[src/rtl/enet_pkg.sv]
// Shared Ethernet definitions: framing constants, CRC-32 parameters and the
// TX framer state encoding. Imported by the TX framer and the CRC helper;
// the RX checker reuses the CRC constants and residue.
package enet_pkg;

  localparam logic [7:0]  ENET_PREAMBLE    = 8'h55;
  localparam logic [7:0]  ENET_SFD         = 8'hD5;
  localparam logic [31:0] ENET_CRC_POLY    = 32'hEDB88320;
  localparam logic [31:0] ENET_CRC_INIT    = 32'hFFFFFFFF;
  localparam logic [31:0] ENET_CRC_RESIDUE = 32'hDEBB20E3;

  // State names the phase of the byte that will be registered onto GMII at
  // the next edge.
  typedef enum logic [2:0] {
    TX_IDLE,
    TX_PRE,
    TX_SFD,
    TX_DATA,
    TX_PAD,
    TX_FCS,
    TX_IFG
  } enet_tx_state_e;

endpackage

[src/rtl/enet_crc32_d8.sv]
// Combinational CRC-32 (reflected, poly 0xEDB88320) advance by one byte.
// Ports: crc_in - current CRC register, data - byte (LSB first on the wire),
//        crc_out - CRC register after absorbing data. No latency, no flow control.
module enet_crc32_d8
  import enet_pkg::*;
(
  input  logic [31:0] crc_in,
  input  logic [7:0]  data,
  output logic [31:0] crc_out
);

  always_comb begin
    crc_out = crc_in;
    for (int i = 0; i < 8; i++) begin
      if (crc_out[0] ^ data[i]) begin
        crc_out = (crc_out >> 1) ^ ENET_CRC_POLY;
      end else begin
        crc_out = crc_out >> 1;
      end
    end
  end

endmodule

[src/rtl/enet_gmii_tx_framer.sv]
// Ethernet TX framer: byte stream -> GMII frame (preamble, SFD, payload, pad, FCS, IFG).
// Latency: first preamble byte one edge after s_valid seen in IDLE; payload byte one edge after acceptance.
// Backpressure: s_ready only in DATA; s_valid low in DATA aborts the frame (tx_er cycle, underrun pulse).
// Ports: clk/rst (sync, active-high); s_valid/s_data/s_last/s_ready upstream byte stream;
//        tx_busy, frame_done, underrun status; gmii_tx_en/gmii_tx_er/gmii_txd registered to the GMII adapter.
module enet_gmii_tx_framer
  import enet_pkg::*;
#(
  parameter int unsigned IFG_BYTES = 12,
  parameter int unsigned MIN_FRAME = 60
) (
  input  logic       clk,
  input  logic       rst,
  input  logic       s_valid,
  input  logic [7:0] s_data,
  input  logic       s_last,
  output logic       s_ready,
  output logic       tx_busy,
  output logic       frame_done,
  output logic       underrun,
  output logic       gmii_tx_en,
  output logic       gmii_tx_er,
  output logic [7:0] gmii_txd
);

  localparam logic [7:0] IFG_LAST = 8'(IFG_BYTES - 1);
  localparam logic [9:0] MIN_CNT  = 10'(MIN_FRAME);

  enet_tx_state_e state_q, state_d;
  logic [7:0]     cnt_q, cnt_d;          // preamble / FCS byte / IFG cycle counter
  logic [9:0]     byte_cnt_q, byte_cnt_d;
  logic [31:0]    crc_q, crc_d;
  logic           tx_en_q, tx_en_d;
  logic           tx_er_q, tx_er_d;
  logic [7:0]     txd_q, txd_d;
  logic           frame_done_q, frame_done_d;
  logic           underrun_q, underrun_d;

  logic [7:0]     crc_byte;
  logic [31:0]    crc_next;
  logic [9:0]     byte_cnt_inc;

  // Only DATA and PAD advance the CRC; pad bytes are zero.
  assign crc_byte     = (state_q == TX_DATA) ? s_data : 8'h00;
  assign byte_cnt_inc = (byte_cnt_q == 10'h3FF) ? byte_cnt_q : byte_cnt_q + 10'd1;

  enet_crc32_d8 u_crc (
    .crc_in  (crc_q),
    .data    (crc_byte),
    .crc_out (crc_next)
  );

  always_comb begin
    state_d      = state_q;
    cnt_d        = cnt_q;
    byte_cnt_d   = byte_cnt_q;
    crc_d        = crc_q;
    tx_en_d      = 1'b0;
    tx_er_d      = 1'b0;
    txd_d        = 8'h00;
    frame_done_d = 1'b0;
    underrun_d   = 1'b0;
    case (state_q)
      TX_IDLE: begin
        if (s_valid) begin
          tx_en_d = 1'b1;
          txd_d   = ENET_PREAMBLE;
          cnt_d   = 8'd1;
          state_d = TX_PRE;
        end
      end
      TX_PRE: begin
        tx_en_d = 1'b1;
        txd_d   = ENET_PREAMBLE;
        if (cnt_q == 8'd6) begin
          cnt_d      = 8'd0;
          crc_d      = ENET_CRC_INIT;
          byte_cnt_d = 10'd0;
          state_d    = TX_SFD;
        end else begin
          cnt_d = cnt_q + 8'd1;
        end
      end
      TX_SFD: begin
        tx_en_d = 1'b1;
        txd_d   = ENET_SFD;
        state_d = TX_DATA;
      end
      TX_DATA: begin
        tx_en_d = 1'b1;
        cnt_d   = 8'd0;
        if (s_valid) begin
          txd_d      = s_data;
          crc_d      = crc_next;
          byte_cnt_d = byte_cnt_inc;
          if (s_last) begin
            state_d = (byte_cnt_inc < MIN_CNT) ? TX_PAD : TX_FCS;
          end
        end else begin
          // Upstream starved mid-frame: poison the frame and skip the FCS.
          tx_er_d    = 1'b1;
          underrun_d = 1'b1;
          state_d    = TX_IFG;
        end
      end
      TX_PAD: begin
        tx_en_d    = 1'b1;
        crc_d      = crc_next;
        byte_cnt_d = byte_cnt_inc;
        cnt_d      = 8'd0;
        if (byte_cnt_inc >= MIN_CNT) begin
          state_d = TX_FCS;
        end
      end
      TX_FCS: begin
        // Shift the register down so each byte is taken from the bottom.
        tx_en_d = 1'b1;
        txd_d   = ~crc_q[7:0];
        crc_d   = {8'h00, crc_q[31:8]};
        if (cnt_q == 8'd3) begin
          frame_done_d = 1'b1;
          cnt_d        = 8'd0;
          state_d      = TX_IFG;
        end else begin
          cnt_d = cnt_q + 8'd1;
        end
      end
      TX_IFG: begin
        if (cnt_q == IFG_LAST) begin
          cnt_d   = 8'd0;
          state_d = TX_IDLE;
        end else begin
          cnt_d = cnt_q + 8'd1;
        end
      end
      default: state_d = TX_IDLE;
    endcase
  end

  always_ff @(posedge clk) begin
    if (rst) begin
      state_q      <= TX_IDLE;
      cnt_q        <= 8'd0;
      byte_cnt_q   <= 10'd0;
      crc_q        <= ENET_CRC_INIT;
      tx_en_q      <= 1'b0;
      tx_er_q      <= 1'b0;
      txd_q        <= 8'h00;
      frame_done_q <= 1'b0;
      underrun_q   <= 1'b0;
    end else begin
      state_q      <= state_d;
      cnt_q        <= cnt_d;
      byte_cnt_q   <= byte_cnt_d;
      crc_q        <= crc_d;
      tx_en_q      <= tx_en_d;
      tx_er_q      <= tx_er_d;
      txd_q        <= txd_d;
      frame_done_q <= frame_done_d;
      underrun_q   <= underrun_d;
    end
  end

  assign s_ready    = (state_q == TX_DATA);
  assign tx_busy    = (state_q != TX_IDLE);
  assign frame_done = frame_done_q;
  assign underrun   = underrun_q;
  assign gmii_tx_en = tx_en_q;
  assign gmii_tx_er = tx_er_q;
  assign gmii_txd   = txd_q;

endmodule
[config.mk]
export PLATFORM = sky130hd
export DESIGN_NAME = enet_gmii_tx_framer
export DESIGN_NICKNAME = d
export VERILOG_FILES = /design/src/rtl/enet_pkg.sv /design/src/rtl/enet_crc32_d8.sv /design/src/rtl/enet_gmii_tx_framer.sv
export SDC_FILE = /design/constraint.sdc
export NUM_CORES = 1
export LEC_CHECK = 0
export ABC_CLOCK_PERIOD_IN_PS = 4850
export CORE_AREA = 3 3 91 93
export DETAILED_ROUTE_END_ITERATION = 16
export DIE_AREA = 0 0 94 96
export DONT_BUFFER_PORTS = 1
export PLACE_DENSITY = 0.79
export SKIP_CTS_REPAIR_TIMING = 1
export SYNTH_ARGS = -nofsm -noshare
export SYNTH_HDL_FRONTEND = slang
export SYNTH_SLANG_ARGS = --single-unit
[constraint.sdc]
create_clock -name clk -period 4.85 [get_ports clk]
set_input_delay 0.485 -clock clk [delete_from_list [all_inputs] [get_ports clk]]
set_output_delay 0.485 -clock clk [all_outputs]
set_load 0.03 [all_outputs]
==> impl_metrics.json, run 1 <==
{
  "status": "completed",
  "htreeDepth": 3,
  "core_area_um2": 7610,
  "root_buffer": "clkbuf_8",
  "slew_viol_final": 0,
  "antenna_found_initial": 0,
  "diodes": 0,
  "avgSynthCellArea_um2": 8.25,
  "clkSinkCount": 64,
  "hp-class": "in2reg",
  "cts_tree": "yes",
  "ys_ff_latch": 64,
  "fin_nets": 476,
  "powerDensity_nw_per_um2": 492,
  "drcViolationCount": 0,
  "ys_top_cells_by_area": "dfxtp_1 32%, xnor2_1 7.9%, a21oi_1 7.0%",
  "holdPathEnd": "byte_cnt_q[0]",
  "die_y_um": 96,
  "required_ps": 5060,
  "clock.fmax_ghz": 0.283,
  "drt_wl_total_um": 9420,
  "clockBufferDepth": 2,
  "period_share": 0.728,
  "drive_above_1_share": 0.0880,
  "dp_hpwl_um": 6310,
  "wire_per_inst_um": 16.6,
  "cp_common_cell": "nor2_1",
  "worstHoldStart": "rst",
  "crit_fanout": 58,
  "grt_pass1_wl_um": 15900,
  "fin_skew_ps": 11.3,
  "regToRegStartpoint": "state_q[2]",
  "synth_compound_area_frac": 0.246,
  "hold_slack_ps": 206,
  "ff2ff_path_depth": 8,
  "synthesis.area_um2": 4000,
  "synth-adder-area-share": 0.00938,
  "layout.area.seq_um2": 1280,
  "worstSetupEndpointType": "flop",
  "yosys.area.top_type": "dfxtp_1",
  "min_path_cells": 1,
  "tightest_slew_ps": 1050,
  "die_w_um": 94,
  "setup_tns_ps": 0,
  "hold_viol_final": 0,
  "area_delta_synth_final_pct": 5.03,
  "grt_usage": 0.221,
  "io_pins": 26,
  "cp-start-kind": "flop",
  "ys_types": 62,
  "max-slew-margin-rel": 0.303,
  "rows": 32,
  "first_global_vias": 3305,
  "r2r_end": "byte_cnt_q[1]",
  "leakagePower_nw": 1.42,
  "yosys.area_share.simple": 0.179,
  "numPortBuffers": 0,
  "synth_edf_count": 0,
  "muxShareOfSynthArea": 0.0103,
  "cp_cell_sequence": "inv_1 -> nor2_1 -> a21oi_4 -> buf_4 -> nor2_1 -> nand2_1 -> mux2i_1 -> nor3_1",
  "grt.overflow.total": 0,
  "syn_inst": 485,
  "clkTransAtPathRegs_ps": 70,
  "rsz0062_at_grt": "no",
  "start_util": 0.526,
  "vdd_drop_max_v": 0.000290,
  "detail-route-antenna-nets": 0,
  "ff2ff_setup_slack_ps": 1320,
  "synthFlopType": "dfxtp_1",
  "grt_max_degree": 59,
  "vias_per_cell": 6.18,
  "path_class": "reg2reg",
  "setup_viol": 0,
  "cts_made_buffers": 9,
  "ys_warn_count": 0,
  "cap_viol_max_count": 0,
  "syn_nets": 500,
  "synthTopCellsByCount": "64 x dfxtp_1, 56 x a21oi_1, 40 x o21ai_0",
  "dr.pass1.iters": 4,
  "gp_congestion": 0.837,
  "yosysMostFrequentCell": "dfxtp_1",
  "ys_seq_area_frac": 0.320,
  "vias": 3508,
  "critical_path.slowest_cell": "dfxtp_1",
  "critPathArrivalTime_ps": 3740,
  "fillers": 703,
  "synth_top_family_by_area": "compound AO/OA/AOI/OAI gates",
  "multi_input_area_um2": 2510,
  "slowest_delay_ps": 960,
  "synthXorXnorAreaFrac": 0.179,
  "layout_min_cycle_time_ps": 3530,
  "drt-initial-drc-count": 212,
  "synth_top_area_share": 0.320,
  "async_flop_share": 0,
  "die_area_um2": 9020,
  "clock_latency_ps": 350
}
==> routing by layer <==
layer,GRT usage,part of all wire,wire [um]
met5,0,0,0
met4,0.0987,0.027,253
met3,0.0524,0.058,544
met2,0.371,0.49,4610
met1,0.270,0.43,4020
==> stage by stage <==
stage / setup slack, ps / total power [W] / util / instance area, um2 / instances
floorplan: 2750 / 0.00143 / - / 4000 / 485
global placement: 1640 / 0.00153 / 0.525 / 3990 / 552
detailed placement: 1460 / 0.00156 / 0.525 / 3990 / 552
CTS: 1430 / 0.00206 / 0.553 / 4200 / 568
global route: 962 / 0.00219 / 0.553 / 4200 / 568
finish: 1320 / 0.00207 / 0.553 / 4200 / 568
==> layout by cell type, fill, tap and decap left out, types with 4 or more instances in the layout <==
cell and n:
o21ai_1 5, nand4_1 7, o21a_1 6, dfxtp_1 64
a31oi_1 5, xnor2_2 6, nand2_1 39, nor3_1 9
o22ai_1 15, xor2_1 16, nand3b_1 4, nand3_1 12
a211o_1 6, a21oi_1 55, inv_1 10, o21ai_0 40
clkbuf_8 9, nor2_1 36, buf_4 4, xnor2_1 36
nand4b_1 8, a211oi_1 6
==> critical path, delay by kind of cell (launching register included) <==
| kind | cells | cell delay (ps) |
|---|---|---|
| flops | 1 | 960 |
| mux | 1 | 190 |
| compound gates | 1 | 30 |
| simple gates | 4 | 1550 |
| buf+inv | 2 | 650 |
==> sequential cells by signal, indices dropped and copies added, names as in the netlist <==
signal and flops:
byte_cnt_q 10, cnt_q 8, crc_q 32, frame_done 1, gmii_tx_en 1, gmii_txd 8, state_q 3, underrun 1
==> cell families (layout without fill, tap and decap cells) <==
family,count (synthesis),count (layout)
AND/OR/NAND/NOR,137,137
AO/OA/AOI/OAI,163,163
buffers and inverters,49,30
flip-flops,64,64
XOR/XNOR,65,65
multiplexers,4,4
adder cells (fa/ha/maj),3,3
==> layout make-up <==
type | instances | area share
Clock inverter | 5 | 0.0193
Multi-Input combinational cell | 372 | 0.598
Inverter | 10 | 0.00893
Tap cell | 102 | 0.0304
Sequential cell | 64 | 0.305
Clock buffer | 11 | 0.0313
Timing Repair Buffer | 4 | 0.00714
==> worst max path at each step <==
| stage | startpoint | end | slack [ps] | cells past startpoint |
|---|---|---|---|---|
| after floorplan | byte_cnt_q[5] | state_q[0] | 2750 | 8 |
| after global placement | state_q[2] | byte_cnt_q[0] | 1640 | 8 |
| after detailed placement | state_q[2] | byte_cnt_q[0] | 1460 | 8 |
| after CTS | state_q[2] | byte_cnt_q[1] | 1430 | 8 |
| after global routing | state_q[2] | byte_cnt_q[5] | 960 | 8 |
| final | state_q[2] | byte_cnt_q[1] | 1320 | 8 |
==> power by group <==
group	switching, W	leakage, nW	internal, W	total [W]
Sequential	0.000143	0.521	0.000600	0.000743
Combinational	0.000473	0.797	0.000345	0.000818
Clock	0.000216	0.104	0.000290	0.000505
No activity file was read; power rests on OpenSTA's default activity.
==> run 2, diff against run 1 <==
- ABC_CLOCK_PERIOD_IN_PS: 4850 -> 3000
- PLACE_DENSITY: 0.79 -> 0.82
- clock period: 4.85 -> 3 ns (I/O delays scaled with it)
==> impl_metrics.json, run 2 (synthesized netlist as in run 1, its figures left out) <==
{
  "final-instance-count-excl-fill": 586,
  "setup_viol": 0,
  "path_class": "reg2reg",
  "cap_viol_max_count": 0,
  "clkTransAtPathRegs_ps": 80,
  "htreeDepth": 3,
  "root_buffer": "clkbuf_8",
  "fillers": 683,
  "top_register": "crc_q",
  "clock_latency_ps": 350,
  "hp-class": "in2reg",
  "leakagePower_nw": 1.52,
  "area_delta_synth_final_pct": 8.44,
  "vias_per_cell": 6.06,
  "dp_cells": 569,
  "final_common_cell": "dfxtp_1",
  "slew_viol_final": 0,
  "vias": 3551,
  "final_cell_mix": "64 x dfxtp_1, 55 x a21oi_1, 40 x o21ai_0",
  "period_share": 0.825,
  "drcViolationCount": 0,
  "powerDensity_nw_per_um2": 782,
  "gp_congestion": 0.853,
  "die_area_um2": 9020,
  "numPortBuffers": 0,
  "cp-start-kind": "flop",
  "antenna_found_initial": 0,
  "dp_hpwl_um": 6760,
  "critPathArrivalTime_ps": 2750,
  "drt-initial-drc-count": 283,
  "layout_min_cycle_time_ps": 2480,
  "tightest_slew_ps": 689,
  "start_util": 0.526,
  "postLayoutCoreUtil": 0.571,
  "wire_per_inst_um": 16.8,
  "final_cell_area_um2": 4340,
  "largest_register_ffs": 32,
  "crit_fanout": 12,
  "cts_made_buffers": 9,
  "clockBufferDepth": 2,
  "grt.overflow.total": 0,
  "setup_tns_ps": 0,
  "grt_usage": 0.231,
  "diodes": 0,
  "largestRegisters": "crc_q x32, byte_cnt_q x10",
  "max-slew-margin-rel": 0.540,
  "io_pins": 26,
  "rsz0062_at_grt": "no",
  "rows": 32,
  "die_w_um": 94,
  "fin_skew_ps": 11.3,
  "core_area_um2": 7610,
  "clkSinkCount": 64,
  "detail-route-antenna-nets": 0,
  "drive_above_1_share": 0.120,
  "dr.pass1.iters": 4,
  "first_global_vias": 3494,
  "required_ps": 3280,
  "die_y_um": 96,
  "hold_viol_final": 0,
  "clock.fmax_ghz": 0.404,
  "vdd_drop_max_v": 0.000426,
  "cts_tree": "yes",
  "worstSetupEndpointType": "flop",
  "status": "completed",
  "drt_wl_total_um": 9850,
  "place_area_um2": 4130,
  "grt_max_degree": 57,
  "grt_pass1_wl_um": 16500,
  "fin_nets": 494
}
run 2: area by class of cell:
cell class | instances | area (um2) | share of cell area
multi-input cells | 372 | 2510 | 0.579
inverters | 10 | 37.5 | 0.00865
clock buffers | 13 | 159 | 0.0366
well taps | 102 | 128 | 0.0294
flip-flops and latches | 64 | 1280 | 0.295
clock inverters | 3 | 40.0 | 0.00922
repair buffers | 22 | 180 | 0.0415
run 2: final timing paths:
kind,to,slack (ps),cells past startpoint,startpoint
worst max register to register,crc_q[19],520,8,state_q[0]
worst max-delay path,crc_q[19],520,8,state_q[0]
worst min register to register,crc_q[5],460,2,crc_q[5]
worst min-delay path,gmii_txd[7],5,1,rst
run 2: metal layers:
layer | vias to the layer above | GRT usage | part of all wire
met2 | 111 | 0.408 | 0.51
li1 | 1715 | - | -
met3 | 16 | 0.0461 | 0.050
met1 | 1709 | 0.277 | 0.43
met5 | - | 0 | 0
met4 | 0 | 0.0903 | 0.013
run 2: power by group:
part	internal [W]	leakage, nW	switching, W
sequential	0.000971	0.521	0.000175
combinational	0.000629	0.896	0.000854
clock	0.000427	0.103	0.000338
total	0.00203	1.52	0.00137
run 2: metrics by stage:
| step | total power, W | hold WS (ps) | setup WS, ps |
|---|---|---|---|
| floorplan | 0.00231 | 439 | 897 |
| global placement | 0.00256 | 378 | 681 |
| detailed placement | 0.00261 | 377 | 624 |
| CTS | 0.00338 | -0.180 | 560 |
| global route | 0.00360 | 1.85 | 309 |
| finish | 0.00339 | 5.22 | 524 |
run 2: critical path: stages (launching register included):
cell and delay, ps:
dfxtp_1 530, buf_4 270, nand4b_1 120, xor2_1 430
xnor2_2 250, xor2_2 350, xor2_1 200, o22ai_1 110
o21ai_1 140
==> run 3, diff against run 2 <==
- ABC_CLOCK_PERIOD_IN_PS: 3000 -> 2100
- clock period: 3 -> 2.1 ns (I/O delays scaled with it)
==> impl_metrics.json, run 3 (synthesized netlist as in run 1, its figures left out) <==
{
  "status": "finished, violations left",
  "violations": "negative hold slack, negative setup slack",
  "worstSetupEndpointType": "flop",
  "setup_viol": 5,
  "core_area_um2": 7610,
  "wire_per_inst_um": 19.2,
  "vdd_drop_max_v": 0.000651,
  "detail-route-antenna-nets": 0,
  "die_area_um2": 9020,
  "io_pins": 26,
  "root_buffer": "clkbuf_8",
  "hp-class": "in2reg",
  "hold_slack_ps": -21.1,
  "largest_register_ffs": 32,
  "period_share": 1.04,
  "clock.fmax_ghz": 0.460,
  "rsz0062_at_grt": "yes",
  "largestRegisters": "crc_q x32, byte_cnt_q x10",
  "critPathArrivalTime_ps": 2410,
  "start_util": 0.526,
  "setup_tns_ps": -222,
  "hold_viol_final": 2,
  "drcViolationCount": 0,
  "grt.overflow.total": 0,
  "first_global_vias": 3677,
  "postLayoutCoreUtil": 0.672,
  "top_register": "crc_q",
  "cap_viol_max_count": 0,
  "fin_nets": 550,
  "vias": 4002,
  "dp_hpwl_um": 7380,
  "powerDensity_nw_per_um2": 1140,
  "htreeDepth": 3,
  "clockBufferDepth": 2,
  "cp-start-kind": "flop",
  "rows": 32,
  "required_ps": 2340,
  "die_w_um": 94,
  "area_delta_synth_final_pct": 27.8,
  "grt_max_degree": 57,
  "layout_min_cycle_time_ps": 2170,
  "vias_per_cell": 6.23,
  "leakagePower_nw": 1.91,
  "dr.pass1.iters": 5,
  "drt_wl_total_um": 12300,
  "cts_made_buffers": 9,
  "final_cell_mix": "66 x buf_4, 55 x a21oi_1, 55 x dfxtp_1",
  "max-slew-margin-rel": 0.622,
  "fillers": 532,
  "gp_congestion": 0.872,
  "layout_setup_ws_ps": -74.7,
  "power.total_w": 0.00583,
  "tightest_slew_ps": 566,
  "clock_latency_ps": 360,
  "grt_usage": 0.248,
  "clkTransAtPathRegs_ps": 70,
  "drive_above_1_share": 0.281,
  "clkSinkCount": 64,
  "diodes": 0,
  "grt_pass1_wl_um": 17600,
  "drt-initial-drc-count": 349,
  "fin_skew_ps": 8.29,
  "slew_viol_final": 0,
  "antenna_found_initial": 0,
  "cts_tree": "yes",
  "final_common_cell": "buf_4",
  "numPortBuffers": 0,
  "die_y_um": 96,
  "crit_fanout": 8,
  "path_class": "reg2reg"
}
run 3: worst paths after layout:
path	startpoint	end	slack, ps	cells after the start
max	state_q[1]	crc_q[18]	-70	8
min	rst	crc_q[20]	-20	2
max reg2reg	state_q[1]	crc_q[18]	-70	8
min reg2reg	crc_q[14]	crc_q[14]	510	2
run 3: power breakdown:
part           total (W)  switching (W)  internal (W)
Combinational    0.00295        0.00158       0.00137
Clock            0.00125       0.000520      0.000731
Sequential       0.00163       0.000242       0.00139
Total            0.00583        0.00234       0.00349
run 3: cell type report:
| type | count | area [um2] | share of cell area |
|---|---|---|---|
| multi-input cells | 372 | 2760 | 0.540 |
| inverters | 10 | 37.5 | 0.00734 |
| flip-flops and latches | 64 | 1300 | 0.254 |
| clock inverters | 5 | 78.8 | 0.0154 |
| well taps | 102 | 128 | 0.0250 |
| repair buffers | 78 | 658 | 0.129 |
| clock buffers | 11 | 151 | 0.0296 |
run 3: worst max-delay path, cell delays in order (launching register included):
cell	delay, ps
dfxtp_4	370
buf_12	120
nand4b_1	240
xnor2_4	390
xnor2_4	210
xnor2_1	170
and2_1	220
o32ai_2	240
o21ai_0	100
run 3: per-stage QoR:
step	std cells	setup slack (ps)	cell area (um2)
after floorplan	485	89.4	4000
after global placement	618	-157	4510
after detailed placement	618	-181	4510
after CTS	634	-307	4740
after global routing	642	-196	5110
final	642	-74.7	5110
run 3: per-layer routing:
metal  wire length [um]  share of wire  track usage
met5                  0              0            0
met4                456          0.037       0.0770
met3                917          0.075       0.0579
met2               6110           0.50        0.444
met1               4820           0.39        0.295
